===== config.mk =====
export PLATFORM = sky130hd
export DESIGN_NAME = pipeline_hazard_ctrl
export DESIGN_NICKNAME = d
export VERILOG_FILES = /design/src/rtl/pipeline_hazard_ctrl.sv
export SDC_FILE = /design/constraint.sdc
export NUM_CORES = 1
export LEC_CHECK = 0
export ABC_AREA = 1
export CORE_MARGIN = 3
export CORE_UTILIZATION = 41
export DETAILED_ROUTE_END_ITERATION = 7
export HOLD_SLACK_MARGIN = 0.08
export PLACE_DENSITY = 0.7
export SLEW_MARGIN = 10
export SYNTH_ARGS = -nofsm -noshare
export SYNTH_HDL_FRONTEND = slang
export SYNTH_SLANG_ARGS = --single-unit

===== constraint.sdc =====
create_clock -name CLK -period 2.6 [get_ports CLK]
set_input_delay 0.39 -clock CLK [delete_from_list [all_inputs] [get_ports CLK]]
set_output_delay 0.39 -clock CLK [all_outputs]
set_load 0.1 [all_outputs]

===== src/rtl/pipeline_hazard_ctrl.sv =====
// Stall/flush sequencer for the 5-stage RV32IM pipeline: load-use, redirect, DMEM busywait
// and multi-cycle DIV/REM handling, plus a free-running stall-cycle counter.
module pipeline_hazard_ctrl #(
  parameter int MULDIV_LAT = 32,
  parameter int CNT_W      = 32
) (
  input  logic             CLK,
  input  logic             RESET_N,
  input  logic [4:0]       ID_RS1,
  input  logic [4:0]       ID_RS2,
  input  logic             ID_USE_RS1,
  input  logic             ID_USE_RS2,
  input  logic [4:0]       IDEX_RD,
  input  logic             IDEX_MEMREAD,
  input  logic             IDEX_DIV,
  input  logic             EX_REDIRECT,
  input  logic             DMEM_BUSYWAIT,
  output logic             PC_EN,
  output logic             PC_SEL,
  output logic             IFID_EN,
  output logic             IFID_FLUSH,
  output logic             IDEX_EN,
  output logic             IDEX_FLUSH,
  output logic             EXMEM_EN,
  output logic             EXMEM_FLUSH,
  output logic             MEMWB_EN,
  output logic             MULDIV_DONE,
  output logic [CNT_W-1:0] STALL_COUNT
);

  localparam int DCW = (MULDIV_LAT > 2) ? $clog2(MULDIV_LAT) : 1;

  typedef enum logic [1:0] {
    RUN      = 2'd0,
    MEM_WAIT = 2'd1,
    DIV_WAIT = 2'd2
  } state_t;

  state_t           state_r;
  state_t           state_s;
  state_t           saved_r;
  state_t           saved_s;
  state_t           eff_s;
  logic [DCW-1:0]   div_cnt_r;
  logic [DCW-1:0]   div_cnt_s;
  logic [CNT_W-1:0] stall_cnt_r;

  logic pc_en_s, pc_sel_s, ifid_en_s, ifid_flush_s, idex_en_s, idex_flush_s;
  logic exmem_en_s, exmem_flush_s, memwb_en_s, done_s;
  logic load_use_s;

  // A load in ID/EX whose non-zero rd feeds a source the ID instruction actually reads
  function automatic logic load_use_hazard(
    input logic       memread,
    input logic [4:0] rd,
    input logic       use1,
    input logic [4:0] rs1,
    input logic       use2,
    input logic [4:0] rs2
  );
    logic hit;
    hit = (use1 && (rs1 == rd)) || (use2 && (rs2 == rd));
    return memread && (rd != 5'd0) && hit;
  endfunction

  assign load_use_s = load_use_hazard(IDEX_MEMREAD, IDEX_RD, ID_USE_RS1, ID_RS1,
                                      ID_USE_RS2, ID_RS2);

  // The cycle busywait drops is evaluated as if already back in the saved state
  assign eff_s = (state_r == MEM_WAIT) ? saved_r : state_r;

  // Next-state and pipeline-control decode, priority busywait > DIV > redirect > load-use
  always_comb begin
    pc_en_s       = 1'b1;
    pc_sel_s      = 1'b0;
    ifid_en_s     = 1'b1;
    ifid_flush_s  = 1'b0;
    idex_en_s     = 1'b1;
    idex_flush_s  = 1'b0;
    exmem_en_s    = 1'b1;
    exmem_flush_s = 1'b0;
    memwb_en_s    = 1'b1;
    done_s        = 1'b0;
    state_s       = state_r;
    saved_s       = saved_r;
    div_cnt_s     = div_cnt_r;

    if (!RESET_N) begin
      pc_en_s       = 1'b0;
      ifid_en_s     = 1'b0;
      ifid_flush_s  = 1'b1;
      idex_en_s     = 1'b0;
      idex_flush_s  = 1'b1;
      exmem_en_s    = 1'b0;
      exmem_flush_s = 1'b1;
      memwb_en_s    = 1'b0;
      state_s       = RUN;
      saved_s       = RUN;
      div_cnt_s     = {DCW{1'b0}};
    end else if (DMEM_BUSYWAIT) begin
      pc_en_s    = 1'b0;
      ifid_en_s  = 1'b0;
      idex_en_s  = 1'b0;
      exmem_en_s = 1'b0;
      memwb_en_s = 1'b0;
      state_s    = MEM_WAIT;
      saved_s    = eff_s;
    end else begin
      case (eff_s)
        DIV_WAIT: begin
          if (div_cnt_r == {DCW{1'b0}}) begin
            done_s  = 1'b1;
            state_s = RUN;
          end else begin
            pc_en_s       = 1'b0;
            ifid_en_s     = 1'b0;
            idex_en_s     = 1'b0;
            exmem_flush_s = 1'b1;
            div_cnt_s     = div_cnt_r - DCW'(1'b1);
            state_s       = DIV_WAIT;
          end
        end
        RUN: begin
          state_s = RUN;
          if (IDEX_DIV) begin
            pc_en_s       = 1'b0;
            ifid_en_s     = 1'b0;
            idex_en_s     = 1'b0;
            exmem_flush_s = 1'b1;
            div_cnt_s     = DCW'(MULDIV_LAT - 2);
            state_s       = DIV_WAIT;
          end else if (EX_REDIRECT) begin
            pc_sel_s     = 1'b1;
            ifid_flush_s = 1'b1;
            idex_flush_s = 1'b1;
          end else if (load_use_s) begin
            pc_en_s      = 1'b0;
            ifid_en_s    = 1'b0;
            idex_flush_s = 1'b1;
          end else begin
            pc_sel_s = 1'b0;
          end
        end
        default: begin
          state_s = RUN;
        end
      endcase
    end
  end

  // Sequencer state, saved return state and DIV occupancy counter
  always_ff @(posedge CLK or negedge RESET_N) begin
    if (!RESET_N) begin
      state_r   <= RUN;
      saved_r   <= RUN;
      div_cnt_r <= {DCW{1'b0}};
    end else begin
      state_r   <= state_s;
      saved_r   <= saved_s;
      div_cnt_r <= div_cnt_s;
    end
  end

  // Stall-cycle performance counter, wraps naturally
  always_ff @(posedge CLK or negedge RESET_N) begin
    if (!RESET_N) begin
      stall_cnt_r <= {CNT_W{1'b0}};
    end else if (!pc_en_s) begin
      stall_cnt_r <= stall_cnt_r + CNT_W'(1'b1);
    end else begin
      stall_cnt_r <= stall_cnt_r;
    end
  end

  assign PC_EN       = pc_en_s;
  assign PC_SEL      = pc_sel_s;
  assign IFID_EN     = ifid_en_s;
  assign IFID_FLUSH  = ifid_flush_s;
  assign IDEX_EN     = idex_en_s;
  assign IDEX_FLUSH  = idex_flush_s;
  assign EXMEM_EN    = exmem_en_s;
  assign EXMEM_FLUSH = exmem_flush_s;
  assign MEMWB_EN    = memwb_en_s;
  assign MULDIV_DONE = done_s;
  assign STALL_COUNT = stall_cnt_r;

endmodule

==> results of run 1 <==
worst max path at each step:
stage                        end  slack (ns)        from  depth (start not counted)
after floorplan           PC_SEL      -0.009  saved_r[0]                          5
after global placement     PC_EN        0.30  IDEX_RD[3]                         13
after detailed placement   PC_EN        0.23  IDEX_RD[3]                         13
after CTS                  PC_EN        0.22  IDEX_RD[3]                         13
after global routing       PC_EN        0.05  IDEX_RD[4]                         13
final                      PC_EN        0.25  IDEX_RD[3]                         13
power groups by stage:
stage               Sequential (mW)  Combinational [mW]  Clock [mW]
finish                        0.836               0.939       0.537
global route                  0.852                1.00       0.577
CTS                           0.834               0.947       0.550
detailed placement            0.846               0.944           0
global placement              0.846               0.935           0
floorplan                      1.18               0.376           0
cell usage after synthesis (all sizes together), types with 3 or more instances:
library cell	count	area [um^2]
o21ai	10	65.1
buf	14	103
nand3	48	275
xor2	18	158
xnor2	12	105
dfrtp	41	1030
nand4	7	43.8
ha	3	37.5
o31ai	3	22.5
inv	37	139
nor4	3	18.8
a21oi	3	18.8
nand2	158	608
nor2	39	174
nor3	18	126
layout by cell type (no fill, tap or decap), types with 7 or more instances in the layout:
master / n
buf_4: 37
clkdlybuf4s50_1: 21
xor2_1: 18
buf_12: 10
nor3_1: 11
nor2_1: 31
o21ai_0: 7
dfrtp_1: 41
nand4_1: 7
xnor2_1: 12
inv_1: 34
nand2_1: 154
nand3_1: 44
kinds of logic (layout without fill, tap and decap cells):
group                      Yosys count  in the layout  share of synthesized area
AOI/OAI and AO/OA                   17             17                     0.0392
xor gates and xnor gates            30             30                     0.0895
adders and majority gates            3              3                     0.0128
buffers and inverters               51            114                     0.0822
DFF                                 41             41                      0.349
and+or+nand+nor                    274            274                      0.427
metrics by stage:
step	instances	setup WS (ns)	TNS, ns	hold WS [ns]
finish	575	0.252	0	0.226
global route	575	0.0462	0	0.275
CTS	575	0.224	0	0.249
detailed placement	567	0.225	0	0.483
global placement	567	0.298	0	0.469
floorplan	416	-0.00857	-0.0130	0.0944
critical path: cells and delay by family:
family / cells / cell delay [ns]
buf+inv: 4 / 0.89
simple gates: 9 / 0.68
routing by layer:
metal  vias up  GRT usage  part of all wire
met5         -          0                 0
met4         0     0.0536             0.016
met3        14     0.0442             0.060
met2        76      0.297              0.47
met1      1277      0.237              0.45
li1       1455          -                 -
sequential cells by signal, summed over array words and instances (netlist names):
| signal | count |
|---|---|
| div_cnt_r | 5 |
| STALL_COUNT | 32 |
| state_r | 2 |
| saved_r | 2 |
cell type report:
type                       instances  area, um^2  area share
multi-input combinational        324        1680       0.444
sequential                        41        1030       0.272
timing repair buffer              69         693       0.184
inverter                          37         143      0.0378
tap                               96         120      0.0318
clock buffer                       7        86.3      0.0229
clock inverter                     1        30.0     0.00795
==> metrics, run 1 <==
sequential share of power 0.362; drt drc 0; Max Clk Rate 0.426 GHz; vias in the first global route 2667; P&R area growth vs syn 28.5%; critical path, cell by cell clkdlybuf4s50_1 -> inv_1 -> nand2_1 -> nand2_1 -> nor2_1 -> nand3_1 -> nand2_1 -> nand3_1 -> nand2_1 -> nand2_2 -> nand2_4 -> clkinvlp_4 -> buf_12; CTS Buf Count 5; first-pass GRT wire length 12500 um; Most common cell on crit path nand2_1; Post-synth EDFFs 0; final core occ 0.550; crit path kind in2out; post-CTS sizing 0; max_slew headroom 0.638; worst slew pin tran 0.544 ns; Synthesized Nets 442; hold_buf cts 0; crit path capture type output pin; skew final 0.0103 ns; port bufs 64; critical path launch point type primary input; Clock Tree Root clkbuf_8; Die Span X 90.6 um; Core Box Area 6870 um^2; DRT iter0 DRCs 166; r2r worst-path depth 9; CP arrival 1.96 ns; # Max-Cap Violations 0; placed cell area 3660 um^2; Pwr per Cell Area 613 nW/um^2; FF-to-FF setup slack 0.80 ns; Final Cell Area 3770 um^2; Synth Flop Type dfrtp_1; average wire per standard cell 12.5 um; initial core utilization 0.428; CTS clk-pin slew, worst paths 0.08 ns; Pins Over Slew Limit 0; Async S/R FF share, synth 1.00; Overall Power 2.31 mW; Synth Instances 416; sw frac 0.454; register area share after synthesis 0.349; RSZ-0062 raised after global routing no; Final Hold Fails 0; Post-Syn Area 2940 um^2; gr usage total 0.181; clock latency on the worst-skew pair 0.29 ns; status finished, final reports clean; Routed Antenna Nets 0; H-tree depth 2; CTS tree built; FF-to-FF End STALL_COUNT[19]; HPWL after DPL 5640 um; required time worst endpoint 2.21 ns; 1st-pass router iterations 4; Final Wtd Congestion 0.937; post-synth cell types 33; DR vias 2822; Vias/cell 4.91; Total Wirelength 7200 um; setup violators final 0; total grt overflow 0; Hold Path Class in2async; Synth warnings 0; Max VDD drop 0.250 mV; flops & latches, synth 41; layout cells sized above 1 0.177; die area 8210 um^2; initial antenna violation count 0; R2R Path Start div_cnt_r[0]; Avg Cell Area, Syn 7.06 um^2; number of core rows 30; crit path max fanout 3; slowest cell delay on critical path 0.50 ns; largest net degree at the start of global routing 46; ANT cells 0; Crit-path slowest cell clkdlybuf4s50_1; P_int 1.26 mW; switching power 1.05 mW; Max clock buf depth 2; final worst-path cycle share 0.903; clock power share 0.232; final net count 504; FILL cells 660; Setup Fix Bufs, Post-CTS 0; min Tclk post-route 2.35 ns; Die H 90.6 um; leak pwr 1.89 nW; # IOs 65; Clock Sinks 41; combinational group share of total power 0.406
No activity file was read; power rests on OpenSTA's default activity.
==> inputs of run 2 (changes only) <==
Settings changed: PLACE_DENSITY 0.7 to 0.67.
==> run 2 against run 1 <==
Power grew 0.36%. Combinational power about the same. Clock power grew 1%. Via count down 1.2%.
==> metrics, run 2 (same netlist as run 1, synthesis figures left out) <==
port bufs 64 (unchanged); vias in the first global route 2699 (+1.2%); CTS tree built; critical path launch point type flop; H-tree depth 2 (unchanged); Max VDD drop 0.302 mV (+21%); post-CTS sizing 0 (unchanged); average wire per standard cell 12.8 um (+2.5%); CTS clk-pin slew, worst paths 0.09 ns (about the same); die area 8210 um^2 (unchanged); leak pwr 1.89 nW (unchanged); met3 Usage GRT 0.0408 (-0.00333); Die Span X 90.6 um (unchanged); Die H 90.6 um (unchanged); Max Clk Rate 0.418 GHz (-1.7%); RSZ-0062 raised after global routing no; Clock Tree Root clkbuf_8; FF-to-FF End STALL_COUNT[14]; met2 usage 0.305 (+0.00741); max_slew headroom 0.632 (-0.00607); drt drc 0 (unchanged); CP arrival 2.00 ns (+0.04 ns); 1st-pass router iterations 4 (unchanged); number of core rows 30 (unchanged); final net count 504 (unchanged); skew final 0.0119 ns (+0.00155 ns); met1 GRT Util 0.244 (+0.00621); total grt overflow 0 (unchanged); layout cells sized above 1 0.177 (unchanged); required time worst endpoint 2.21 ns (about the same); Final Cell Area 3770 um^2 (unchanged); Register Area 1030 um^2 (unchanged); Vias/cell 4.85 (-1.2%); Routed Antenna Nets 0 (unchanged); CTS Buf Count 5 (unchanged); commonest non-fill, non-tap cell in the layout nand2_1; pre-CTS setup slack 0.212 ns (-0.0132 ns); # IOs 65 (unchanged); min Tclk post-route 2.39 ns (+0.0412 ns); gr usage total 0.185 (+0.00359); largest net degree at the start of global routing 46 (unchanged); HPWL after DPL 5680 um (+0.71%); most frequent cells in the layout nand2_1 (154), nand3_1 (44), dfrtp_1 (41); worst slew pin tran 0.553 ns (+0.00911 ns); crit path capture type output pin; crit path kind reg2out; clock latency on the worst-skew pair 0.30 ns (about the same); worst hold slack 0.257 ns (+0.0302 ns); Hold Path Class in2async; Multi-input gate area 1680 um^2 (unchanged); FILL cells 664 (+0.61%); initial antenna violation count 0 (unchanged); setup violators final 0 (unchanged); Core Box Area 6870 um^2 (unchanged); placed cell area 3660 um^2 (unchanged); max reg flops 32 (unchanged); Setup Fix Bufs, Post-CTS 0 (unchanged); final worst-path cycle share 0.919 (+0.0158); DRT iter0 DRCs 188 (+13%); final core occ 0.550 (unchanged); FF-to-FF setup slack 0.76 ns (-0.04 ns); R2R Path Start div_cnt_r[0]; Max clock buf depth 2 (unchanged); Final Hold Fails 0 (unchanged); final worst slack 0.210 ns (-0.0412 ns); crit path max fanout 9 (+6); Pwr per Cell Area 615 nW/um^2 (+0.36%); Top Usage Layer GRT met2; Final Wtd Congestion 0.946 (+0.98%); r2r worst-path depth 9 (unchanged); P&R area growth vs syn 28.5% (unchanged); hold_buf cts 0 (unchanged); initial core utilization 0.428 (unchanged); DR vias 2789 (-1.2%); Pins Over Slew Limit 0 (unchanged); status finished, final reports clean; Clock Sinks 41 (unchanged); # Max-Cap Violations 0 (unchanged); Total Wirelength 7380 um (+2.5%); first-pass GRT wire length 12700 um (+1.9%); ANT cells 0 (unchanged)
-- run 2: worst max-delay path, stage by stage (launching register included) --
cell and delay [ns]:
dfrtp_1 0.41, inv_1 0.11, ha_1 0.15, nand3_1 0.12, nor2_1 0.25, nor3_2 0.10
o21ai_4 0.23, inv_1 0.14, buf_12 0.19
-- run 2: power by group --
part	switching (mW)	internal (mW)
registers	0.134	0.703
logic	0.693	0.248
clock network	0.230	0.313
-- run 2: worst max-delay path by stage --
stage                        endpoint         start  slack (ns)  depth (start not counted)
after detailed placement        PC_EN    IDEX_RD[3]        0.21                         13
final                     EXMEM_FLUSH  div_cnt_r[0]        0.21                          8
after global placement        IFID_EN    IDEX_RD[4]        0.30                         13
after floorplan                PC_SEL    saved_r[0]      -0.009                          5
after global routing            PC_EN    IDEX_RD[3]        0.02                         13
after CTS                       PC_EN    IDEX_RD[3]        0.21                         13
-- run 2: per-stage QoR --
step	TNS, ns	total power [mW]	std cells
6_report	0	2.32	575
5_1_grt	0	2.44	575
4_1_cts	0	2.34	575
3_5_place_dp	0	1.79	567
3_3_place_gp	0	1.79	567
2_1_floorplan	-0.0130	1.55	416
-- run 2: cell type report --
class                      instances  area share
clock inverter                     1     0.00795
sequential                        41       0.272
tap                               96      0.0318
inverter                          37      0.0378
timing repair buffer              69       0.184
multi-input combinational        324       0.444
clock buffer                       7      0.0229
-- run 2: layer usage --
metal,wire length (um),up-vias
li1,-,1453
met1,3340,1250
met2,3480,73
met3,438,13
met4,112,0
met5,0,-
==> inputs of run 3 (changes only) <==
Settings changed: PLACE_DENSITY 0.67 to not set, PLACE_DENSITY_LB_ADDON set to 0.08.
==> run 3 against run 2 <==
Via count shrank 0.50%. Clock-buffer cell count shrank 2. Global-route usage grew 0.57 points. Setup slack lost 0.014 ns. Critical path depth is the same. Fmax shrank 0.57%. Die area is the same. Clock skew shrank 0.0052 ns. Wire length grew 0.95%. Critical path type is now in2out.
==> metrics, run 3 (same netlist as run 1, synthesis figures left out) <==
commonest non-fill, non-tap cell in the layout nand2_1; Core Box Area 6870 um^2 (unchanged); Pins Over Slew Limit 0 (unchanged); critical path launch point type primary input; Hold Path Class reg2reg; CP arrival 2.01 ns (about the same); vias in the first global route 2707 (+0.30%); worst hold slack 0.498 ns (+0.241 ns); Max clock buf depth 2 (unchanged); layout cells sized above 1 0.181 (+0.00342); Total Wirelength 7450 um (+0.95%); Routed Antenna Nets 0 (unchanged); die area 8210 um^2 (unchanged); RSZ-0062 raised after global routing no; max reg flops 32 (unchanged); final worst-path cycle share 0.924 (+0.00526); post-CTS sizing 0 (unchanged); CTS clk-pin slew, worst paths 0.09 ns (about the same); worst slew pin tran 0.489 ns (-0.0642 ns); CTS Buf Count 5 (unchanged); port bufs 64 (unchanged); drt drc 0 (unchanged); largest net degree at the start of global routing 33 (-28%); initial core utilization 0.428 (unchanged); final worst slack 0.197 ns (-0.0137 ns); crit path max fanout 6 (-3); Top delay family on crit path buffers and inverters; Final Wtd Congestion 0.876 (-7.4%); Setup Fix Bufs, Post-CTS 0 (unchanged); Max VDD drop 0.484 mV (+60%); min Tclk post-route 2.40 ns (+0.0137 ns); pre-CTS setup slack 0.258 ns (+0.0453 ns); gr usage total 0.191 (+0.00572); CP bufs+invs 6 (+3); Die Span X 90.6 um (unchanged); Pwr per Cell Area 631 nW/um^2 (+2.6%); status finished, final reports clean; HPWL after DPL 5790 um (+1.9%); CTS tree built; clock latency on the worst-skew pair 0.30 ns (about the same); average wire per standard cell 12.9 um (+0.60%); Die H 90.6 um (unchanged); Vias/cell 4.81 (-0.85%); H-tree depth 2 (unchanged); most frequent cells in the layout nand2_1 (154), nand3_1 (44), dfrtp_1 (41); DR vias 2775 (-0.50%); initial antenna violation count 0 (unchanged); # IOs 65 (unchanged); DRT iter0 DRCs 112 (-40%); ANT cells 0 (unchanged); crit path capture type output pin; total grt overflow 0 (unchanged); setup violators final 0 (unchanged); Clock Tree Root clkbuf_8; final core occ 0.555 (+0.00565); skew final 0.00667 ns (-0.00519 ns); required time worst endpoint 2.21 ns (about the same); slowest cell delay on critical path 0.58 ns (+0.17 ns); first-pass GRT wire length 12900 um (+2.0%); max_slew headroom 0.672 (+0.0403); number of core rows 30 (unchanged); 1st-pass router iterations 4 (unchanged); leak pwr 1.91 nW (+1.0%); P&R area growth vs syn 29.9%; hold_buf cts 1 (+1); # Max-Cap Violations 0 (unchanged); crit path kind in2out; final net count 506 (+0.40%); Max Clk Rate 0.416 GHz (-0.57%); critical path, cell by cell dlygate4sd3_1 -> buf_2 -> inv_1 -> nor2_4 -> buf_4 -> nand2_4 -> clkinvlp_4 -> buf_12; Crit-path slowest cell dlygate4sd3_1; Final Hold Fails 0 (unchanged); Clock Sinks 41 (unchanged)
## run 3: routing by layer
layer	wire length, um	share of wire	track usage	vias to the layer above
met2	3650	0.49	0.326	57
li1	-	-	-	1450
met5	0	0	0	-
met1	3310	0.44	0.236	1260
met4	121	0.016	0.0638	0
met3	364	0.049	0.0442	8
## run 3: power breakdown
part | total, mW | internal (mW) | switching [mW] | leakage, nW
Combinational | 0.938 | 0.248 | 0.690 | 1.29
Clock | 0.634 | 0.387 | 0.247 | 0.0687
Sequential | 0.834 | 0.703 | 0.131 | 0.553
## run 3: metrics by stage
| step | instance area (um^2) | power, mW | TNS, ns | instances |
|---|---|---|---|---|
| global placement | 3670 | 1.79 | 0 | 568 |
| CTS | 3810 | 2.43 | 0 | 577 |
| floorplan | 2950 | 1.55 | -0.0130 | 416 |
| finish | 3810 | 2.41 | 0 | 577 |
| detailed placement | 3670 | 1.80 | 0 | 568 |
| global route | 3810 | 2.53 | 0 | 577 |
## run 3: layout make-up
type	count	area (um^2)
inverter	37	143
clock buffer	5	68.8
sequential	41	1030
tap	96	120
fill	691	3060
clock inverter	3	68.8
timing repair buffer	71	711
multi-input combinational	324	1680
## run 3: path summary, 6_finish.rpt
path	endpoint	start	slack, ns	depth (start not counted)
max	PC_EN	RESET_N	0.20	8
min	div_cnt_r[4]	div_cnt_r[4]	0.50	2
max in group asynchronous	STALL_COUNT[6]	RESET_N	1.31	4
min in group asynchronous	state_r[1]	RESET_N	0.65	3
min reg2reg	div_cnt_r[4]	div_cnt_r[4]	0.50	2
max reg2reg	STALL_COUNT[18]	div_cnt_r[0]	0.79	9
## run 3: tightest hold or removal path, cell delays in order (launching register included)
cell,delay (ns)
dfrtp_1,0.36
nand2_1,0.05
o21ai_0,0.06
